$ cat src/rtl/nvme_sq_arbiter.sv
// NVMe submission-queue arbiter: burst-limited round robin over NUM_SQ rings, one fetch request at a time.
// Optional `NVME_ADMIN_PRIO_EN: a non-empty admin queue (q0) wins every SELECT and does not move rr_ptr.
module nvme_sq_arbiter #(
    parameter int unsigned QID_W   = 2,
    parameter int unsigned PTR_W   = 4,
    parameter int unsigned BURST_W = 3
) (
    input  logic                        clk,
    input  logic                        reset_n,
    input  logic                        ctrl_en,
    input  logic                        db_valid,
    input  logic [QID_W-1:0]            db_qid,
    input  logic [PTR_W-1:0]            db_tail,
    input  logic [BURST_W-1:0]          arb_burst,
    output logic                        fetch_valid,
    output logic [QID_W-1:0]            fetch_qid,
    output logic [PTR_W-1:0]            fetch_slot,
    input  logic                        fetch_ready,
    output logic [(2**QID_W)*PTR_W-1:0] sq_head,
    output logic                        arb_busy
);

    localparam int unsigned NUM_SQ = 2**QID_W;

    typedef enum logic [1:0] {IDLE, SELECT, ISSUE} state_t;

    state_t             state;
    logic [PTR_W-1:0]   head [NUM_SQ];
    logic [PTR_W-1:0]   tail [NUM_SQ];
    logic [QID_W-1:0]   rr_ptr;
    logic [BURST_W-1:0] burst_cnt;

    logic [NUM_SQ-1:0]  nonempty;
    logic               any_pending;
    logic [QID_W-1:0]   grant;
    logic               grant_found;
    logic [QID_W-1:0]   scan_idx;
    logic [PTR_W-1:0]   next_head;
    logic               burst_end;

    always_comb begin
        nonempty = '0;
        for (int unsigned q = 0; q < NUM_SQ; q++) begin
            nonempty[q] = (head[q] != tail[q]);
        end
        any_pending = |nonempty;
    end

    always_comb begin
        grant       = rr_ptr;
        grant_found = 1'b0;
        scan_idx    = rr_ptr;
        for (int unsigned i = 0; i < NUM_SQ; i++) begin
            scan_idx = rr_ptr + QID_W'(i);
            if (!grant_found && nonempty[scan_idx]) begin
                grant       = scan_idx;
                grant_found = 1'b1;
            end
        end
`ifdef NVME_ADMIN_PRIO_EN
        if (nonempty[0]) begin
            grant       = '0;
            grant_found = 1'b1;
        end
`endif
    end

    // Empty check uses the pre-edge tail; a same-cycle doorbell is seen on the queue's next turn.
    assign next_head = head[fetch_qid] + PTR_W'(1);
    assign burst_end = (burst_cnt == arb_burst) || (next_head == tail[fetch_qid]);

    always_comb begin
        sq_head = '0;
        for (int unsigned q = 0; q < NUM_SQ; q++) begin
            sq_head[q*PTR_W +: PTR_W] = head[q];
        end
    end

    assign arb_busy = (state != IDLE);

    always_ff @(posedge clk or negedge reset_n) begin
        if (!reset_n) begin
            state       <= IDLE;
            rr_ptr      <= '0;
            burst_cnt   <= '0;
            fetch_valid <= 1'b0;
            fetch_qid   <= '0;
            fetch_slot  <= '0;
            for (int unsigned q = 0; q < NUM_SQ; q++) begin
                head[q] <= '0;
                tail[q] <= '0;
            end
        end else if (!ctrl_en) begin
            state       <= IDLE;
            rr_ptr      <= '0;
            burst_cnt   <= '0;
            fetch_valid <= 1'b0;
            fetch_qid   <= '0;
            fetch_slot  <= '0;
            for (int unsigned q = 0; q < NUM_SQ; q++) begin
                head[q] <= '0;
                tail[q] <= '0;
            end
        end else begin
            if (db_valid) begin
                tail[db_qid] <= db_tail;
            end
            case (state)
                IDLE: begin
                    if (any_pending) begin
                        state <= SELECT;
                    end
                end
                SELECT: begin
                    if (grant_found) begin
                        fetch_qid   <= grant;
                        fetch_slot  <= head[grant];
                        fetch_valid <= 1'b1;
                        burst_cnt   <= '0;
                        state       <= ISSUE;
                    end else begin
                        state <= IDLE;
                    end
                end
                ISSUE: begin
                    if (fetch_ready) begin
                        head[fetch_qid] <= next_head;
                        burst_cnt       <= burst_cnt + BURST_W'(1);
                        if (burst_end) begin
                            fetch_valid <= 1'b0;
                            state       <= IDLE;
`ifdef NVME_ADMIN_PRIO_EN
                            if (fetch_qid != '0) begin
                                rr_ptr <= fetch_qid + QID_W'(1);
                            end
`else
                            rr_ptr <= fetch_qid + QID_W'(1);
`endif
                        end else begin
                            fetch_slot <= next_head;
                        end
                    end
                end
                default: state <= IDLE;
            endcase
        end
    end

endmodule

$ cat config.mk
export PLATFORM = sky130hd
export DESIGN_NAME = nvme_sq_arbiter
export DESIGN_NICKNAME = d
export VERILOG_FILES = /design/src/rtl/nvme_sq_arbiter.sv
export SDC_FILE = /design/constraint.sdc
export NUM_CORES = 1
export LEC_CHECK = 0
export CORE_MARGIN = 3
export CORE_UTILIZATION = 40
export DETAILED_ROUTE_END_ITERATION = 16
export PLACE_DENSITY_LB_ADDON = 0.05
export SKIP_LAST_GASP = 1
export SYNTH_ARGS = -nofsm -noshare
export SYNTH_HDL_FRONTEND = slang
export SYNTH_SLANG_ARGS = --single-unit
$ cat constraint.sdc
create_clock -name clk -period 6 [get_ports clk]
set_input_delay 1.2 -clock clk [delete_from_list [all_inputs] [get_ports clk]]
set_output_delay 1.2 -clock clk [all_outputs]
set_load 0.01 [all_outputs]
==> results.py, run 1 <==
metrics = {
    "timing": {
        "clock.fmax_ghz": 0.2933,
        "clock-skew-final_ps": 7.153,
        "finalSetupTns_ps": 0,
        "rsz0062_at_grt": "no",
        "worst_pin_slew_ps": 1043,
        "finalHoldViolations": 0,
        "max_slew_margin_pct": 30.46,
        "fin_crit_ps": 3410,
        "finalSetupViolations": 0,
        "fin_crit_sh_pct": 56.83,
        "maxSlewViolCount": 0,
    },
    "logic_synthesis": {
        "synthArstFlopShare_pct": 100.0,
        "synth_largest_area_cell": "dfrtp_1",
        "synth_area_per_cell_um2": 10.67,
        "synth_seq_cells": 46,
        "ys_warn_count": 0,
        "synth_common_cells": "46 x dfrtp_1, 34 x nand2_1, 26 x mux2i_1",
        "yosysUniqueCellTypes": 44,
        "yosys-top-cells-area": "dfrtp_1 40%, mux2i_1 9.0%, mux4_2 6.2%",
        "synth_top_area_share_pct": 39.66,
        "synth_edf_count": 0,
        "synth_most_common_cell": "dfrtp_1",
        "syn-instance-count": 272,
        "synth_area_um2": 2903,
        "synth_flop_cell": "dfrtp_1",
        "synth_fp_nets": 292,
        "ys_seq_area_share_pct": 39.66,
    },
    "route": {
        "drt_iter0_markers": 103,
        "via_per_inst": 5.448,
        "drtPass1Iterations": 4,
        "wl_per_cell_um": 18.22,
        "routed_wl_um": 7233,
        "num_vias": 2163,
        "drc": 0,
        "drtAntennaViolNets": 0,
    },
    "floorplanning": {
        "die-height_um": 91.19,
        "dieWidth_um": 91.19,
        "rows": 30,
        "dieArea_um2": 8315,
        "core_area_um2": 6907,
        "io_pins": 38,
        "initial_utilization_pct": 42.03,
    },
    "clocking": {
        "numCtsBuffers": 5,
        "clk_path_buf_depth": 2,
        "path_clk_slew_ps": 90,
        "cts-root-buf": "clkbuf_8",
        "clkLatencyLatePin_ps": 300,
        "cts_hold_buf": 0,
        "cts_tree": "done",
        "post_cts_buffers": 0,
        "cts_resized": 0,
        "cts_sinks": 46,
        "htreeDepth": 2,
    },
    "placement": {
        "dp_hpwl_um": 5289,
        "place_congestion": 0.8652,
        "io_buffers": 37,
    },
    "setup_path": {
        "cp-start-kind": "flop",
        "cp.arrival_ps": 3610,
        "cp_common_cell": "xnor2_1",
        "critical-path-max-stage-delay_ps": 800,
        "endpoint_kind": "flop",
        "cp.required_ps": 6200,
        "crit_fanout": 14,
        "crit_slowest_cell": "dfrtp_1",
        "worstSetupPathType": "reg2reg",
        "worstPathCellList": "mux4_2, ha_1, xnor2_1, xnor2_1, o31ai_4, o21ai_2, mux2_1, a21o_1",
    },
    "layout": {
        "diodes": 0,
        "final_util_pct": 49.71,
        "nets": 320,
        "num-fill-cells": 679,
        "drive_gt1_share_pct": 7.973,
        "synthToLayoutAreaGrowth_pct": 18.28,
    },
    "power": {
        "p_leak_nw": 1.673,
        "power_per_cell_area_nw_per_um2": 230.7,
        "ir_worst_vdd_mv": 0.1084,
    },
    "outcome": {
        "status": "finished clean",
    },
    "global_route": {
        "grt_pass1_vias": 2220,
        "grt_pass1_wl_um": 11990,
        "overflow": 0,
        "grt_max_degree": 47,
        "track_usage_pct": 18.34,
        "grt_antenna_before_repair": 0,
    },
    "min_path": {
        "min_path_type": "reg2reg",
    },
    "flow_run": {
        "max-cap-violations": 0,
    },
}
[critical path: cells and delay by family, from the launching register on]
kind / cells / cell delay [ps]
compound gates: 3 / 500
xor+xnor: 2 / 710
fa+ha+maj: 1 / 250
flops: 1 / 800
mux: 2 / 1050
[metal layers]
layer | global-route usage, % | vias up | part of all wire [%]
met5 | 0 | - | 0
met4 | 4.523 | 0 | 0.86
li1 | - | 1031 | -
met1 | 25.21 | 1078 | 47
met2 | 29.37 | 49 | 48
met3 | 4.060 | 5 | 4.6
[path summary, 6_finish.rpt]
check,from,end,slack (ps),cells after the start
max reg2reg,fetch_qid[0],fetch_slot[2],2590,8
max,fetch_qid[0],fetch_slot[2],2590,8
max in group asynchronous,reset_n,tail[2],4270,1
min in group asynchronous,reset_n,state[0],1080,1
min reg2reg,fetch_valid,fetch_valid,530,2
min,fetch_valid,fetch_valid,530,2
[state kept, by name, summed over array words and instances, names as in the netlist]
signal	count
sq_head	16
tail	16
fetch_slot	4
burst_cnt	3
fetch_qid	2
rr_ptr	2
state	2
fetch_valid	1
[power breakdown]
part           total, mW  switching [mW]  internal (mW)
sequential         0.354          0.0266          0.327
clock              0.226           0.109          0.117
combinational      0.213           0.108          0.104
[stage by stage]
step	instances	instance area, um2	total power, mW	hold slack (ps)	setup slack (ps)
global placement	389	3323	0.5731	524.2	2725
global route	397	3433	0.8368	597.3	2362
finish	397	3433	0.7921	530.6	2590
floorplan	272	2903	0.4991	493.3	3164
CTS	397	3433	0.8023	537.5	2527
detailed placement	389	3323	0.5736	514.7	2543
[kinds of logic after synthesis]
logic type,share of synthesized area [%]
adder cells (fa/ha/maj),2.586
AO/OA/AOI/OAI,12.85
buffers and inverters,3.146
multiplexers,16.34
AND/OR/NAND/NOR,17.07
XOR/XNOR,8.362
flip-flops,39.66
[cell type report]
type	count	area [um2]	share of cell area, %
inverters	5	18.77	0.5466
flip-flops and latches	46	1151	33.53
multi-input cells	204	1660	48.36
well taps	96	120.1	3.499
repair buffers	38	372.9	10.86
clock buffers	8	110.1	3.207
[cells in the final DEF, fill, tap and decap left out, types with 2 or more instances in the layout]
master            n
dfrtp_1          46
clkdlybuf4s50_1  36
nand2_1          34
mux2i_1          26
nor2b_1          23
xnor2_1          20
o211a_1          12
mux4_2            8
a2bb2oi_1         8
clkbuf_8          8
ha_1              6
inv_1             5
and4_1            5
xor2_1            5
nor2_1            5
and3_1            5
nand3_1           4
a21o_1            4
and2_1            4
o21ai_0           4
nand4_1           3
mux2_1            3
or2_2             2
nor3b_1           2
o22ai_1           2
a21oi_1           2
nand3b_1          2
Note: power is estimated with default switching activity, not from simulation.
==> run 2, diff against run 1 <==
clock period = 2.9 ns   (was 6 ns; I/O delays follow)
==> run 2 against run 1 <==
Clock power is 83% higher. Highest routed layer unchanged. Critical path depth did not move. Sequential cell count unchanged. Largest power group unchanged. Clock-buffer cell count decreased by 1. Clock skew grew 5.8 ps.
==> results.py, run 2 (same netlist as run 1, synthesis figures left out) <==
metrics = {
    "timing": {
        "rsz0062_at_grt": "no",
        "worst_pin_slew_ps": 507.0,
        "fin_crit_ps": 2687,
        "fin_crit_sh_pct": 92.67,
        "maxSlewViolCount": 0,
        "finalSetupTns_ps": 0,
        "clock.fmax_ghz": 0.3721,
        "finalSetupViolations": 0,
        "max_slew_margin_pct": 66.13,
        "clock-skew-final_ps": 13.00,
        "finalHoldViolations": 0,
    },
    "floorplanning": {
        "initial_utilization_pct": 42.03,
        "core_area_um2": 6907,
        "dieArea_um2": 8315,
        "rows": 30,
        "io_pins": 38,
        "die-height_um": 91.19,
        "dieWidth_um": 91.19,
    },
    "route": {
        "num_vias": 2239,
        "routed_wl_um": 7618,
        "drtPass1Iterations": 4,
        "drtAntennaViolNets": 0,
        "wl_met1_um": 3600,
        "highest_layer": "met4",
        "dr_wl_met3_um": 348,
        "via_per_inst": 5.395,
        "dr_wl_met2_um": 3605,
        "wl_per_cell_um": 18.36,
        "drt_iter0_markers": 115,
        "drc": 0,
    },
    "clocking": {
        "cts_resized": 0,
        "cts-root-buf": "clkbuf_8",
        "numCtsBuffers": 5,
        "clkLatencyLatePin_ps": 310,
        "cts_sinks": 46,
        "cts_tree": "done",
        "post_cts_buffers": 0,
        "cts_hold_buf": 0,
        "path_clk_slew_ps": 90,
        "clk_path_buf_depth": 2,
        "htreeDepth": 2,
    },
    "power": {
        "seqPwrFrac_pct": 44.1,
        "power_per_cell_area_nw_per_um2": 457.8,
        "power.share.clock_pct": 25.5,
        "swShare_pct": 31.38,
        "p_leak_nw": 1.752,
        "switchingPower_uw": 510.1,
        "ir_worst_vdd_mv": 0.1998,
        "combPwrFrac_pct": 30.4,
        "intPower_mw": 1.116,
    },
    "flow_run": {
        "max-cap-violations": 0,
    },
    "placement": {
        "io_buffers": 37,
        "dp_hpwl_um": 5865,
        "place_inst": 407,
        "place_congestion": 0.9065,
    },
    "layout": {
        "nets": 338,
        "final_util_pct": 51.41,
        "final_cell_mix": "45 x dfrtp_1, 36 x clkdlybuf4s50_1, 34 x nand2_1, 26 x mux2i_1, 23 x nor2b_1",
        "diodes": 0,
        "drive_gt1_share_pct": 13.17,
        "synthToLayoutAreaGrowth_pct": 22.33,
        "final_cells": 415,
        "final_common_cell": "dfrtp_1",
    },
    "setup_path": {
        "cp-start-kind": "flop",
        "cp.required_ps": 3110,
        "worstSetupPathType": "reg2reg",
        "cp.arrival_ps": 2900,
        "endpoint_kind": "flop",
        "crit_fanout": 5,
    },
    "min_path": {
        "min_path_type": "in2async",
    },
    "global_route": {
        "grt_pass1_wl_um": 12790,
        "grt_max_degree": 25,
        "overflow": 0,
        "grt_antenna_before_repair": 0,
        "grt_pass1_vias": 2250,
        "track_usage_pct": 19.72,
    },
    "outcome": {
        "status": "finished clean",
    },
}
## run 2: cell count changes in the layout (fill, tap and decap cells not counted)
cell / before / now
dfrtp_1: 46 / 45
clkbuf_1: 0 / 1
dfrtp_2: 0 / 1
clkbuf_8: 8 / 6
buf_4: 1 / 19
clkinv_2: 0 / 1
## run 2: final timing paths
kind / from / to / slack (ps) / cells past startpoint
max in group asynchronous: reset_n / sq_head[3] / 2110 / 2
worst min-delay path: reset_n / fetch_qid[1] / 210 / 1
worst max register to register: sq_head[12] / fetch_slot[0] / 210 / 8
worst max-delay path: sq_head[12] / fetch_slot[0] / 210 / 8
min in group clk: burst_cnt[1] / burst_cnt[1] / 530 / 2
worst min register to register: burst_cnt[1] / burst_cnt[1] / 530 / 2
## run 2: per-stage QoR
| step | hold WS, ps | setup slack [ps] | power, mW | cell area [um2] |
|---|---|---|---|---|
| after floorplan | 284.4 | 63.68 | 1.033 | 2903 |
| after global placement | 509.1 | 229.5 | 1.225 | 3458 |
| after detailed placement | 521.1 | 198.2 | 1.227 | 3458 |
| after CTS | 231.7 | 151.8 | 1.649 | 3550 |
| after global routing | 250.3 | 72.74 | 1.717 | 3551 |
| final | 209.6 | 212.5 | 1.626 | 3551 |
## run 2: area by class of cell
cell class	instances	area, um2
clock buffer	7	86.33
clock inverter	1	5.005
fill	654	3356
inverter	5	18.77
multi-input combinational	204	1660
sequential	46	1152
tap	96	120.1
timing repair buffer	56	508.0
## run 2: critical path, cell delays in order, from the launching register on
cell	delay, ps
dfrtp_1	470
mux4_2	550
ha_1	240
xnor2_1	260
xnor2_1	210
o31ai_4	100
o21ai_2	230
mux2_1	360
a21o_1	150
## run 2: power by group through the flow
stage	Sequential [mW]	Clock (mW)	Combinational, mW
finish	0.717	0.414	0.494
global route	0.725	0.449	0.543
CTS	0.718	0.432	0.498
detailed placement	0.731	0	0.496
global placement	0.731	0	0.494
floorplan	0.730	0	0.303
## run 2: routing by layer
| metal | up-vias | GRT usage, % |
|---|---|---|
| met5 | - | 0 |
| li1 | 1067 | - |
| met2 | 67 | 30.53 |
| met3 | 6 | 2.900 |
| met4 | 0 | 4.397 |
| met1 | 1099 | 29.16 |
